File: src/rtl/stage_sequencer.sv
// stage_sequencer: multi-cycle control FSM for the ARM datapath.
//   FETCH -> RFETCH -> EXEC -> MEM -> WB, with a sticky FAULT on data-memory timeout.
//   Stage enables, memory request and write gates are decoded combinationally from
//   the state; the condition result is latched in EXEC and gates every write in WB.
// Optional build macro: SKIP_MEM_STAGE_EN -- when defined, instructions that make no
//   memory access (not LDR/STR, or condition failed) go straight from EXEC to WB.
module stage_sequencer #(
    parameter int MEM_TIMEOUT = 15,  // MEM cycles with an unanswered request before FAULT (1..255)
    parameter int CNT_W       = 16   // retired-instruction counter width
) (
    input  logic             clk,
    input  logic             nreset,     // synchronous, active-high
    input  logic             halt,
    input  logic             is_ldst,
    input  logic             is_branch,
    input  logic             writes_rd,
    input  logic             set_flags,
    input  logic             cond_pass,
    input  logic             mem_ack,
    output logic             fetch_en,
    output logic             rfetch_en,
    output logic             exec_en,
    output logic             mem_en,
    output logic             wb_en,
    output logic             mem_req,
    output logic             reg_we,
    output logic             cpsr_we,
    output logic             pc_inc,
    output logic             pc_branch,
    output logic             fault,
    output logic [2:0]       state,
    output logic [CNT_W-1:0] retired
);

    typedef enum logic [2:0] {
        FETCH  = 3'd0,
        RFETCH = 3'd1,
        EXEC   = 3'd2,
        MEM    = 3'd3,
        WB     = 3'd4,
        FAULT  = 3'd5
    } stateT;

    localparam logic [7:0] TIMEOUT_LAST = 8'(MEM_TIMEOUT - 1);

    stateT      curState;
    stateT      nextState;
    logic       condQ;          // condition result captured in EXEC
    logic [7:0] memTimer;       // unanswered request cycles so far in MEM
    logic [7:0] memTimerNext;

    assign state = curState;

    // State, condition latch, memory timer and retired counter registers.
    // NOTE: sequential state uses non-blocking assignments so every register samples
    // the pre-edge values; blocking here would create order-dependent simulation races.
    always_ff @(posedge clk) begin
        if (nreset) begin
            curState <= FETCH;
            condQ    <= 1'b0;
            memTimer <= 8'd0;
            retired  <= '0;
        end else begin
            curState <= nextState;
            memTimer <= memTimerNext;
            if (curState == EXEC) begin
                condQ <= cond_pass;
            end
            if (curState == WB) begin
                retired <= retired + CNT_W'(1);
            end
        end
    end

    // Next-state decode and per-state outputs; everything forced low while in reset.
    // NOTE: every output gets a default before the case so no path leaves a signal
    // unassigned, which would otherwise infer a latch.
    always_comb begin
        nextState    = curState;
        memTimerNext = 8'd0;
        fetch_en     = 1'b0;
        rfetch_en    = 1'b0;
        exec_en      = 1'b0;
        mem_en       = 1'b0;
        wb_en        = 1'b0;
        mem_req      = 1'b0;
        reg_we       = 1'b0;
        cpsr_we      = 1'b0;
        pc_inc       = 1'b0;
        pc_branch    = 1'b0;
        fault        = 1'b0;

        case (curState)
            FETCH: begin
                if (!halt) begin
                    fetch_en  = 1'b1;
                    nextState = RFETCH;
                end
            end
            RFETCH: begin
                rfetch_en = 1'b1;
                nextState = EXEC;
            end
            EXEC: begin
                exec_en = 1'b1;
`ifdef SKIP_MEM_STAGE_EN
                if (!is_ldst || !cond_pass) begin
                    nextState = WB;
                end else begin
                    nextState = MEM;
                end
`else
                nextState = MEM;
`endif
            end
            MEM: begin
                mem_req = is_ldst & condQ;
                if (!mem_req || mem_ack) begin
                    // Exit cycle: no access needed, or the memory answered (even on
                    // the cycle the timer would otherwise expire).
                    mem_en    = 1'b1;
                    nextState = WB;
                end else if (memTimer == TIMEOUT_LAST) begin
                    nextState = FAULT;
                end else begin
                    memTimerNext = memTimer + 8'd1;
                end
            end
            WB: begin
                wb_en     = 1'b1;
                // Plain rd writes and BL link writes both need a passed condition.
                reg_we    = (condQ & writes_rd & ~is_branch) | (condQ & is_branch & writes_rd);
                cpsr_we   = condQ & set_flags & ~is_ldst;
                pc_branch = condQ & is_branch;
                pc_inc    = ~(condQ & is_branch);
                nextState = FETCH;
            end
            FAULT: begin
                fault = 1'b1;
            end
            default: begin
                // Unused codes recover to FETCH.
                nextState = FETCH;
            end
        endcase

        if (nreset) begin
            fetch_en  = 1'b0;
            rfetch_en = 1'b0;
            exec_en   = 1'b0;
            mem_en    = 1'b0;
            wb_en     = 1'b0;
            mem_req   = 1'b0;
            reg_we    = 1'b0;
            cpsr_we   = 1'b0;
            pc_inc    = 1'b0;
            pc_branch = 1'b0;
            fault     = 1'b0;
        end
    end

endmodule

File: config.mk
export PLATFORM = sky130hd
export DESIGN_NAME = stage_sequencer
export DESIGN_NICKNAME = d
export VERILOG_FILES = /design/src/rtl/stage_sequencer.sv
export SDC_FILE = /design/constraint.sdc
export NUM_CORES = 1
export LEC_CHECK = 0
export ABC_CLOCK_PERIOD_IN_PS = 1750
export BUFFER_PORTS_ARGS = -buffer_cell sky130_fd_sc_hd__buf_2
export CAP_MARGIN = 10
export CORE_AREA = 2 2 62 64
export DETAILED_ROUTE_END_ITERATION = 7
export DIE_AREA = 0 0 64 66
export HOLD_SLACK_MARGIN = 0.15
export SETUP_SLACK_MARGIN = 0.4
export SYNTH_ARGS = -nofsm -noshare
export SYNTH_HDL_FRONTEND = slang
export SYNTH_SLANG_ARGS = --single-unit
File: constraint.sdc
create_clock -name clk -period 1.75 [get_ports clk]
set_input_delay 0.0875 -clock clk [delete_from_list [all_inputs] [get_ports clk]]
set_output_delay 0.0875 -clock clk [all_outputs]
set_load 0.05 [all_outputs]
Word level (Yosys, flattened, before mapping)
Index checks and enable logic that the tools add are counted.

storage, ports and cells
  flip-flop bits (word level) = 28
  input port bits = 9
  output and inout bits = 30
  word-level logic and storage cells = 60

operators by class
  add/sub/neg operators = 2
  eq/ne operators = 8
  muxes and demuxes = 28
  bitwise logic cells = 13
  reduce and logical (&&, ||, !) cells = 5

operators with widths
  cell                                                             count
  1-bit two-way mux                                                24
  16-bit by 1-bit adder with 16-bit output, second input constant  1
  3-bit case mux with 5 select lines                               1
  3-bit two-way mux                                                3
  8-bit by 1-bit adder with 8-bit output, second input constant    1
  8-bit by 4-bit == test with 1-bit output, second input constant  1
  1-bit AND                                                        7
  3-bit by 2-bit == test with 1-bit output, second input constant  2
  3-bit == test, second input constant                             2
  1-bit inverter                                                   5
  4-bit OR reduction                                               1
  3-bit by 1-bit == test with 1-bit output, second input constant  1
  3-bit zero test                                                  1
  3-bit inequality test, second input constant                     1
  3-bit AND reduction                                              1
  2-bit inequality test, second input constant                     1
  1-bit zero test                                                  1
  1-bit logical OR                                                 1
  1-bit bitwise OR                                                 1

Logic depth before layout (Yosys ltp)
  depth after elaboration = 6
  depth in mapped cells = 6
  gate-level depth less buffers = 5

Worst setup path before layout
Ideal clock, no wire load.

  path kind = reg-to-output
  from = register curState[1] (netlist: state[1])
  to = output port exec_en
  data arrival time = 2,513 ps
  required time = 1,662 ps
  slack = -850 ps
  cell stages (with the launch flop) = 3
  path through = dfxtp_1 -> inv_1 -> nor4_1

between the ends
  word-level cells in the longest chain between the ends = 3

ends and longest elaborated chain
  element                                   line  RTL
  start: declaration                        46    stateT curState;
  start signal: assignment                  64    curState <= nextState;
  3-bit by 2-bit == test with 1-bit output  93    case (curState)
  1-bit two-way mux                         93
  1-bit two-way mux                         147   if (nreset) begin
  end: declaration                          22    output logic exec_en,

Every way passes these cells.

Worst setup path in the final report
  from = register curState[0] (netlist: state[0])
  to = output port cpsr_we

between the ends
  word-level cells in the longest chain between the ends = 3

ends and longest elaborated chain
  element            line  RTL
  3-bit == test      93
  1-bit two-way mux  93
  1-bit two-way mux  147
  end: declaration   27    output logic cpsr_we,

Every way passes these cells.

==> flow_summary_export.csv <==
group,metric,value,unit
worst_hold_path,hp-class,"in2reg",
synth,post-synth-top-area-fraction,0.410,
floorplan,start_util,0.385,
timing,maxSlewViolCount,0,
clocking,clock_sinks,28,
synth,synth_fa_ha_area_frac,0.0274,
global_route,grt_pass1_wl,5.90,mm
route,route.detailed.drc,0,
synth,synth_top_cell_by_area,"dfxtp_1",
worst_setup_path,critPathMaxStageDelay,0.38,ns
worst_setup_path,slowest_stage,"dfxtp_4",
route,via_per_inst,5.10,
synth,synthCells,159,
timing,tightest_slew,0.575,ns
synth,yosys-top-cells-area,"dfxtp_1 (41%), nor2_1 (7.4%), xnor2_1 (5.8%)",
power,powerDensity,498,mW/mm^2
floorplan,die_area,0.00422,sq mm
synth,synth_mux_area_frac,0.00731,
timing,finalHoldViolCount,0,
timing,whs,0.231,ns
final_layout,fin_util,0.668,
global_route,antenna_found_initial,0,
synth,synthArstFlopShare,0,
route,drtPass1Iterations,5,
route,drtIter0Drc,55,
synth,ys_types,39,
timing,slew_headroom,0.617,
route,vias,1424,
clocking,cts_tree,"yes",
synth,synth_edf_count,0,
final_layout,num-nets-final,244,
power,p_leak,0.988,nW
worst_setup_path,worstPathMaxFanout,4,
flow_run,max_cap_violations,0,
worst_setup_path,arrival,1.53,ns
floorplan,rows,22,
clocking,htree_levels,1,
floorplan,num_io_pins,39,
worst_setup_path,path_cells,"buf_8 -> nor2_4 -> nand2_4 -> nor2_4 -> and4b_4 -> buf_8",
synth,ys_ff_latch,28,
clocking,cts.clk_slew.worst_paths,0.15,ns
synth,avgSynthCellArea,8.61,sq um
global_route,overflow,0,
worst_setup_path,crit_path_end_kind,"output port",
synth,synth_ff_type,"dfxtp_1",
global_route,grt_util_all_layers,0.174,
place,hpwl,2.27,mm
synth,mappedNetlistArea,0.00137,sq mm
timing,finalCriticalPeriod,1.62,ns
clocking,cts_root_buf,"clkbuf_4",
synth,yosys.area_share.simple,0.345,
synth,synth_top_family_by_area,"simple AND/OR/NAND/NOR gates",
place,place_congestion,0.793,
run_status,status,"finished clean",
power,ir_drop,0.288,mV
final_layout,drive_above_1_share,0.580,
floorplan,die_x,64,um
floorplan,die_y,66,um
worst_setup_path,start_kind,"flop",
place,place_ws,0.0968,ns
timing,timing.final.ws_setup,0.131,ns
synth,yosys_warnings,0,
route,totalWireLength,3.80,mm
floorplan,core,0.00355,sq mm
worst_setup_path,critical_path_class,"reg2out",
final_layout,diodes,0,
route,wl_per_cell,13.6,um
timing,tns,0,ns
synth,synth_compound_area_frac,0.0704,
clocking,clk-insertion-delay-late,0.32,ns
synth,ys_seq_area_frac,0.410,
timing,setup_violations,0,
synth,synth_nets,171,
clocking,cts.path.max_buffers,2,
final_layout,syn_to_final_growth,73.2,%
route,postRouteAntennaNets,0,
global_route,grt_pass1_vias,1392,
timing,finalCritPeriodShare,0.925,
clocking,cts_buffers,3,
timing,rsz0062_at_grt,"yes",
global_route,grt_max_degree,25,
timing,clock_skew,0.00349,ns
worst_setup_path,required,1.66,ns
synth,synth_xor_area_frac,0.109,
place,portBuffers,38,
timing,max_freq,618,MHz
power breakdown:
| group | internal (W) | switching, W | total, W |
|---|---|---|---|
| registers | 0.000627 | 0.0000118 | 0.000639 |
| clock network | 0.000127 | 0.000184 | 0.000311 |
| logic | 0.000109 | 0.000122 | 0.000231 |
Yosys cell counts (all sizes together) (2+ instances only):
cell     n
clkbuf   5
or2      2
xor2     8
ha       3
inv      4
or4      4
nor2b    3
nor2    27
nand4    3
or3      2
o21ai    2
nand2   12
a21oi    7
and3     4
dfxtp   28
nand3    9
nor3     4
o31ai    3
buf      2
nor4     5
xnor2    9
cell type report:
type	instances	area, sq um
Multi-Input combinational cell	120	1030
Tap cell	48	60.1
Timing Repair Buffer	75	612
Sequential cell	28	616
Clock buffer	4	36.3
Inverter	4	15.0
Fill cell	273	1180
cell families (layout without fill, tap and decap cells):
family | after synthesis | in the layout
AND/OR/NAND/NOR | 83 | 83
multiplexers | 1 | 1
XOR/XNOR | 17 | 17
flip-flops | 28 | 28
buffers and inverters | 11 | 83
adder cells (fa/ha/maj) | 3 | 3
AO/OA/AOI/OAI | 16 | 16
cells in the final DEF (no fill, tap or decap), types with 2 or more instances in the layout:
cell type,count
a21oi_1,7
and3_4,3
buf_2,27
buf_4,24
buf_6,17
buf_8,5
clkbuf_4,3
dfxtp_1,12
dfxtp_2,2
dfxtp_4,14
ha_1,2
inv_1,4
nand2_1,9
nand3_1,5
nand3_2,3
nand4_1,2
nor2_1,18
nor2_2,5
nor2_4,4
nor2b_1,2
nor3_4,3
nor4_4,4
o21ai_0,2
o31ai_1,3
or2_4,2
or4_1,3
xnor2_1,8
xor2_1,8
flip-flops by register name, indices dropped and copies added (netlist names):
| register | cells |
|---|---|
| condQ | 1 |
| state | 3 |
| retired | 16 |
| memTimer | 8 |
per-stage QoR:
step	power, W	instance area, sq um	instances
after floorplan	0.000760	1590	159
after global placement	0.000787	1780	240
after detailed placement	0.000790	1780	240
after CTS	0.00115	2190	272
after global routing	0.00124	2370	279
final	0.00118	2370	279
path summary, 6_finish.rpt:
check	from	endpoint	slack, ns	cells past startpoint
max	state[0]	cpsr_we	0.13	6
min	nreset	retired[0]	0.23	2
max reg2reg	state[1]	retired[13]	0.14	4
min reg2reg	memTimer[0]	memTimer[0]	0.49	1
per-layer routing:
layer,vias up,global-route usage,part of all wire
li1,695,-,-
met1,671,0.207,0.42
met2,50,0.318,0.52
met3,8,0.0221,0.045
met4,0,0.0652,0.018
met5,-,0,0
timing repair:
action,CTS,global route
gates resized for setup,38,29
pin swaps,25,16
hold buffers,1,0
endpoints found under the setup margin,26,36
endpoints found under the hold margin,1,0
setup buffers,27,7
critical path, delay by kind of cell (launching register included):
family                 cells  cell delay [ns]
and+or+nand+nor            4             0.57
DFF                        1             0.38
buffers and inverters      2             0.26
(Power assumes the default switching activity.)
